## config.mk

```make
export PLATFORM = sky130hd
export DESIGN_NAME = usr_param
export DESIGN_NICKNAME = d
export VERILOG_FILES = /design/src/rtl/usr_pkg.sv /design/src/rtl/usr_burst_ctrl.sv /design/src/rtl/usr_param.sv
export SDC_FILE = /design/constraint.sdc
export NUM_CORES = 1
export LEC_CHECK = 0
export ABC_AREA = 1
export CORE_UTILIZATION = 45
export CTS_BUF_LIST = sky130_fd_sc_hd__clkbuf_4
export CTS_CLUSTER_DIAMETER = 200
export DETAILED_ROUTE_END_ITERATION = 12
export DONT_BUFFER_PORTS = 1
export PLACE_DENSITY = 0.63
export SYNTH_ARGS = -nofsm -noshare
export SYNTH_HDL_FRONTEND = slang
export SYNTH_HIERARCHICAL = 1
export SYNTH_SLANG_ARGS = --single-unit
```

## constraint.sdc

```tcl
create_clock -name clk -period 1.8 [get_ports clk]
set_clock_uncertainty 0.1 [all_clocks]
set_input_delay 0.27 -clock clk [delete_from_list [all_inputs] [get_ports clk]]
set_output_delay 0.27 -clock clk [all_outputs]
set_load 0.005 [all_outputs]
```

## src/rtl/usr_pkg.sv

```systemverilog
// Shared types for the universal shift register: operation modes and burst FSM states.
package usr_pkg;

  typedef enum logic [2:0] {
    MODE_HOLD  = 3'd0,
    MODE_SHR   = 3'd1,
    MODE_SHL   = 3'd2,
    MODE_LOAD  = 3'd3,
    MODE_ROR   = 3'd4,
    MODE_ROL   = 3'd5,
    MODE_ASR   = 3'd6,
    MODE_BURST = 3'd7
  } mode_e;

  typedef enum logic [1:0] {
    IDLE = 2'd0,
    RUN  = 2'd1,
    WAIT = 2'd2
  } burst_state_e;

endpackage

```

## src/rtl/usr_burst_ctrl.sv

```systemverilog
// Burst controller: counts a programmed number of right shifts, then parks in
// WAIT until MODE leaves BURST so a held MODE=7 never retriggers.
//
// state | meaning
// IDLE  | no burst; register follows MODE 0-6 directly
// RUN   | shifting right once per edge, counter holds shifts remaining
// WAIT  | burst finished (or zero length); register holds until MODE != 7
module usr_burst_ctrl
  import usr_pkg::*;
#(
  parameter int CNT_W = 4
) (
  input  logic             clk,
  input  logic             rst,
  input  mode_e            mode,
  input  logic [CNT_W-1:0] burst_len,
  output logic             burst_shift,
  output logic             busy,
  output logic             done
);

  burst_state_e     state;
  logic [CNT_W-1:0] count;

  // Shift strobe is only asserted while running and the burst is not being aborted.
  assign burst_shift = (state == RUN) && (mode == MODE_BURST);

  // Burst FSM with down-counter; busy and done are registered alongside the state.
  always_ff @(posedge clk or negedge rst) begin
    if (!rst) begin
      state <= IDLE;
      count <= '0;
      busy  <= 1'b0;
      done  <= 1'b0;
    end else begin
      done <= 1'b0;
      case (state)
        IDLE: begin
          if (mode == MODE_BURST) begin
            if (burst_len != '0) begin
              count <= burst_len;
              state <= RUN;
              busy  <= 1'b1;
            end else begin
              state <= WAIT;
              done  <= 1'b1;
            end
          end
        end
        RUN: begin
          if (mode != MODE_BURST) begin
            state <= IDLE;
            busy  <= 1'b0;
            count <= '0;
          end else begin
            count <= count - CNT_W'(1);
            if (count == CNT_W'(1)) begin
              state <= WAIT;
              busy  <= 1'b0;
              done  <= 1'b1;
            end
          end
        end
        WAIT: begin
          if (mode != MODE_BURST) state <= IDLE;
        end
        default: begin
          state <= IDLE;
          busy  <= 1'b0;
          count <= '0;
        end
      endcase
    end
  end

endmodule

```

## src/rtl/usr_param.sv

```systemverilog
// Parametrised universal shift register with hold, shifts, rotates, load and
// a counted right-shift burst driven by usr_burst_ctrl.
module usr_param
  import usr_pkg::*;
#(
  parameter int WIDTH = 8,
  parameter int CNT_W = $clog2(WIDTH) + 1
) (
  input  logic             clk,
  input  logic             rst,
  input  logic [WIDTH-1:0] Data,
  input  logic [2:0]       MODE,
  input  logic             serial_in_r,
  input  logic             serial_in_l,
  input  logic [CNT_W-1:0] burst_len,
  output logic             serial_Q,
  output logic [WIDTH-1:0] parallel_Q,
  output logic             busy,
  output logic             done
);

  mode_e            mode;
  logic             burst_shift;
  logic [WIDTH-1:0] q_next;
  logic             sq_next;

  assign mode = mode_e'(MODE);

  usr_burst_ctrl #(.CNT_W(CNT_W)) u_burst_ctrl (
    .clk         (clk),
    .rst         (rst),
    .mode        (mode),
    .burst_len   (burst_len),
    .burst_shift (burst_shift),
    .busy        (busy),
    .done        (done)
  );

  // Next-value mux; modes 0-6 act in any FSM state, which also covers the abort edge.
  always_comb begin
    q_next  = parallel_Q;
    sq_next = serial_Q;
    case (mode)
      MODE_HOLD: ;
      MODE_SHR: begin
        q_next  = {serial_in_r, parallel_Q[WIDTH-1:1]};
        sq_next = parallel_Q[0];
      end
      MODE_SHL: begin
        q_next  = {parallel_Q[WIDTH-2:0], serial_in_l};
        sq_next = parallel_Q[WIDTH-1];
      end
      MODE_LOAD: q_next = Data;
      MODE_ROR: begin
        q_next  = {parallel_Q[0], parallel_Q[WIDTH-1:1]};
        sq_next = parallel_Q[0];
      end
      MODE_ROL: begin
        q_next  = {parallel_Q[WIDTH-2:0], parallel_Q[WIDTH-1]};
        sq_next = parallel_Q[WIDTH-1];
      end
      MODE_ASR: begin
        q_next  = {parallel_Q[WIDTH-1], parallel_Q[WIDTH-1:1]};
        sq_next = parallel_Q[0];
      end
      MODE_BURST: begin
        if (burst_shift) begin
          q_next  = {serial_in_r, parallel_Q[WIDTH-1:1]};
          sq_next = parallel_Q[0];
        end
      end
      default: ;
    endcase
  end

  // Storage register and the registered serial output.
  always_ff @(posedge clk or negedge rst) begin
    if (!rst) begin
      parallel_Q <= '0;
      serial_Q   <= 1'b0;
    end else begin
      parallel_Q <= q_next;
      serial_Q   <= sq_next;
    end
  end

endmodule

```

# After elaboration in Yosys (flattened, before gate mapping)
# Cells that the tools add are included.
# word_totals
wordCells	64
output_inout_bits	11
regBits	17
# op_classes
n_mux	24
bitwise	2
eq_ne	16
add_sub_neg	1
reduce_logical	14
# op_table
operator	n
8-bit case mux with 7 select lines	1
3-bit equality test, second input constant	4
4-bit 2-to-1 mux	3
4-bit case mux with 3 select lines	1
2-bit 2-to-1 mux	5
1-bit 2-to-1 mux	9
3-bit AND reduction	3
8-bit 2-to-1 mux	1
7-bit nonzero test	1
3-bit by 2-bit equality test with 1-bit output, second input constant	2
2-bit by 1-bit inequality test with 1-bit output, second input constant	3
3-bit inequality test, second input constant	2
1-bit case mux with 3 select lines	2
2-bit case mux with 3 select lines	1
6-bit nonzero test	1
4-bit by 1-bit equality test with 1-bit output, second input constant	1
2-bit AND reduction	2
4-bit AND reduction	1
4-bit nonzero test	1
4-bit by 1-bit subtractor with 4-bit output, second input constant	1
3-bit by 1-bit equality test with 1-bit output, second input constant	1
3-bit nonzero test	1
3-bit OR reduction	1
2-bit by 1-bit equality test with 1-bit output, second input constant	1
7 further kinds	8

# Logic depth before layout (Yosys ltp)
# logic_depth
ltp_word	4
ltp_mapped	9

# Modules after synthesis
# The synthesis kept the hierarchy.
# modules_own_cells
module	seq_area_each_um2	cells_each	area_per_inst_um2	n_inst
usr_param	225.2	151	914.6	1
usr_burst_ctrl	200.2	68	505.5	1

# Worst setup path before layout
# No wires, ideal clock.
# synth_path
path_type	register to register
start	reg u_burst_ctrl.state[1]
end	reg parallel_Q[5]
synth_period_minus_slack_ns	1.343
arrival_time_ns	1.165
path_stages_with_launch	10
path_slack_ns	0.457
required_time_ns	1.623
path_buffers	0
setup_time_ns	0.077
cell_sequence	dfrtp_1 -> inv_1 -> nand2_2 -> nor2_2 -> nor2_4 -> inv_2 -> nand2_4 -> inv_2 -> nor2_1 -> a21oi_1
# synth_between
elab_chain_cells	4
# synth_lines
element	line	source
from (decl)	usr_burst_ctrl.sv:22	burst_state_e state;
from (signal assigned)	usr_burst_ctrl.sv:31	state <= IDLE;
from (signal assigned)	usr_burst_ctrl.sv:42	state <= RUN;
from (signal assigned)	usr_burst_ctrl.sv:45	state <= WAIT;
2-bit by 1-bit equality test with 1-bit output	usr_burst_ctrl.sv:26	assign burst_shift = (state == RUN) && (mode == MODE_BURST);
1-bit logical AND	usr_burst_ctrl.sv:26	
named net burst_shift	usr_param.sv:23	logic burst_shift;
2-bit inequality test (no line)	--	
2-bit AND reduction (no line)	--	
to (signal assigned)	usr_param.sv:82	parallel_Q <= q_next;
to (decl)	usr_param.sv:17	output logic [WIDTH-1:0] parallel_Q,
# The timed path passes the listed nets, and every way through them passes these cells.
# A chain may end at the register's enable or synchronous reset.

# Worst setup path after layout
# Ends and elaborated chain as after synthesis.

==> results.toml <==
[routing]
drc = 0
ant_nets = 0
drt-wirelength-per-cell_um = 12.6
vias = 1392
dr.first_iter.drc_count = 116
viasPerCell = 5.33
wl_um = 3280
first_pass_iters = 7

[power_and_ir_drop]
total_power_mw = 1.14
power.leakage_nw = 0.770
power.internal_mw = 0.696
p_comb_share_pct = 29.0
vdd_drop_max_mv = 0.544
switching_share_pct = 39.0
power.switching_mw = 0.446
power_density_nw_per_um2 = 781
pwr-share-clk_pct = 18.6
sequentialPowerShare_pct = 52.3

[global_routing]
antenna_found_initial = 0
grt_use_met2_pct = 38.3
use_met1_pct = 25.2
grt_max_degree = 28
overflow = 0
grt_pass1_vias = 1272
use_met3_pct = 1.56
track_usage_pct = 20.8
grt_pass1_wl_um = 5510
grt_busiest_layer = "met2"

[die]
fp.dieW_um = 58.2
start_util_pct = 46.9
rows = 20
top_level_ports = 30
fp.coreArea_um2 = 3030
dieArea_um2 = 3380
die-height_um = 58.2

[final_layout]
diodes = 0
layout.nets = 239
drive_above_1_share_pct = 12.9
syn2layout_area_growth_pct = 3.00
fillers = 322

[setup_path]
path_depth = 9
critPathBufInv = 3
slowest_delay_ps = 430
critPathLaunchType = "register"
rr_worst_depth = 9
endpoint_kind = "register"
path_max_fanout = 8
cp_common_cell = "inv_2"
crit_type = "reg2reg"
cpMaxStageDelayCell = "dfrtp_1"
cp_top_family = "simple AND/OR/NAND/NOR gates"
worstPathRequired_ps = 1910
arrival_ps = 1590
cp_cell_sequence = "inv_1, nand2_2, nor2_2, nor2_4, inv_2, nand2_4, inv_2, nor2_1, a21oi_1"

[clock_network]
cts_htree_levels = 1
cts_root_buffer = "clkbuf_4"
post_cts_buffers = 0
tritoncts = "yes"
cts_made_buffers = 3
cts.sinks = 17
ctsLongestPathBuffers = 2
clk_pin_slew_ps = 90
clkLatencyLatePin_ps = 280

[sta]
slew_violations = 0
setup_viol = 0
timing.final.crit_share_pct = 82.2
relSlewSlack_pct = 50.2
tightestPinTransition_ps = 745
period_minus_slack_ps = 1480
hold_ws_ps = 91.4
rsz0062_at_grt = "false"
timing.final.hold_violations = 0
fmax_ghz = 0.676
fin_setup_tns_ps = 0

[placement]
hpwl_um = 2500
portBuffers = 0
gp_congestion = 0.864

[synthesis]
synth.ff_latch_count = 17
ys_seq_area_share_pct = 30.0
syn-cell-area_um2 = 1420
synth_warnings = 6
avgSynthCellArea_um2 = 6.48
synth_cell_types = 25
synthCells = 219
syn-num-nets = 240

[job]
drv_cap = 0

[status]
status = "finished clean"

[hold_path]
min_delay_path_depth = 4
holdCritPathClass = "in2reg"
==> per-stage QoR <==
stage | setup WS, ps | utilization, % | cells | area [µm²]
after global placement | 402 | 47.0 | 256 | 1420
after CTS | 299 | 48.3 | 261 | 1460
after global routing | 174 | 48.3 | 261 | 1460
after detailed placement | 324 | 47.0 | 256 | 1420
after floorplan | 457 | - | 219 | 1420
final | 320 | 48.3 | 261 | 1460
==> power groups by stage <==
stage / sequential [mW] / combinational, mW / clock, mW
after global placement: 0.605 / 0.318 / 0
after CTS: 0.597 / 0.334 / 0.222
after detailed placement: 0.605 / 0.323 / 0
final: 0.598 / 0.331 / 0.213
after floorplan: 0.563 / 0.293 / 0
after global routing: 0.610 / 0.387 / 0.234
==> synth_stat cells <==
master / n / share of area [%]
a21oi_1: 1 / 0.35
a21oi_2: 1 / 0.62
buf_2: 3 / 1.1
buf_4: 2 / 1.1
buf_6: 2 / 1.6
dfrtp_1: 17 / 30
ha_1: 2 / 1.8
inv_1: 11 / 2.9
inv_2: 7 / 1.9
inv_4: 2 / 0.88
nand2_1: 85 / 22
nand2_2: 5 / 2.2
nand2_4: 1 / 0.79
nand3_1: 23 / 8.1
nand3_2: 1 / 0.70
nand3_4: 2 / 2.5
nand4_1: 19 / 8.4
nor2_1: 16 / 4.2
nor2_2: 2 / 0.88
nor2_4: 3 / 2.4
nor3_1: 1 / 0.35
o21ai_0: 1 / 0.35
o21ai_1: 10 / 3.5
o21bai_1: 1 / 0.53
xnor2_1: 1 / 0.62
==> final timing paths <==
kind	startpoint	slack, ps	to
max in group asynchronous	rst	750	parallel_Q[2]$_DFFE_PN0P_
worst min register to register	u_burst_ctrl/count[3]$_DFFE_PN0P_	430	u_burst_ctrl/count[3]$_DFFE_PN0P_
worst min-delay path	burst_len[3]	90	u_burst_ctrl/count[3]$_DFFE_PN0P_
worst max register to register	u_burst_ctrl/state[1]$_DFFE_PN0P_	320	parallel_Q[5]$_DFFE_PN0P_
min in group asynchronous	rst	390	u_burst_ctrl/done$_DFF_PN0_
worst max-delay path	u_burst_ctrl/state[1]$_DFFE_PN0P_	320	parallel_Q[5]$_DFFE_PN0P_
==> sequential cells by signal (all words and copies together) (netlist names) <==
register	flops
serial_Q	1
u_burst_ctrl/done	1
u_burst_ctrl/state	2
u_burst_ctrl/count	4
parallel_Q	8
u_burst_ctrl/busy	1
==> final cells by class <==
type / instances / area, µm² / share of cell area, %
inverters: 20 / 80.1 / 5.47
repair buffers: 1 / 10.0 / 0.684
clock buffers: 4 / 30.0 / 2.05
well taps: 44 / 55.1 / 3.76
flip-flops and latches: 17 / 425 / 29.1
multi-input cells: 175 / 862 / 58.9
==> cell usage in the layout (no fill, tap or decap), types with 3 or more instances in the layout <==
master	netlist	layout
clkbuf_4	0	4
nand2_1	85	85
inv_2	7	7
nand4_1	19	19
o21ai_1	10	10
inv_1	11	11
dfrtp_1	17	17
nand3_1	23	23
nor2_4	3	3
nor2_1	16	16
nand2_2	5	5
==> worst register-to-register path, cell delays in order (launching register included) <==
cell     delay (ps)
dfrtp_1         430
inv_1           100
nand2_2          60
nor2_2          220
nor2_4           70
inv_2            80
nand2_4          80
inv_2           110
nor2_1           50
a21oi_1         120
==> cells by family (layout without fill, tap and decap cells) <==
group | count (synthesis) | in the layout | synth area share (%)
flops | 17 | 17 | 30.0
xor+xnor | 1 | 1 | 0.617
compound gates | 14 | 14 | 5.37
buf+inv | 27 | 25 | 9.34
fa+ha+maj | 2 | 2 | 1.76
simple gates | 158 | 158 | 53.0
==> metal layers <==
metal	part of all wire [%]	wire length [µm]
met1	45	1470
met2	50	1630
met3	4.5	148
met4	1.0	33
met5	0	0
==> timing repair <==
item                      CTS  global route
resized for setup           0             0
hold buffers                1             0
hold endpoints to repair   17             0
(Power assumes the default switching activity.)
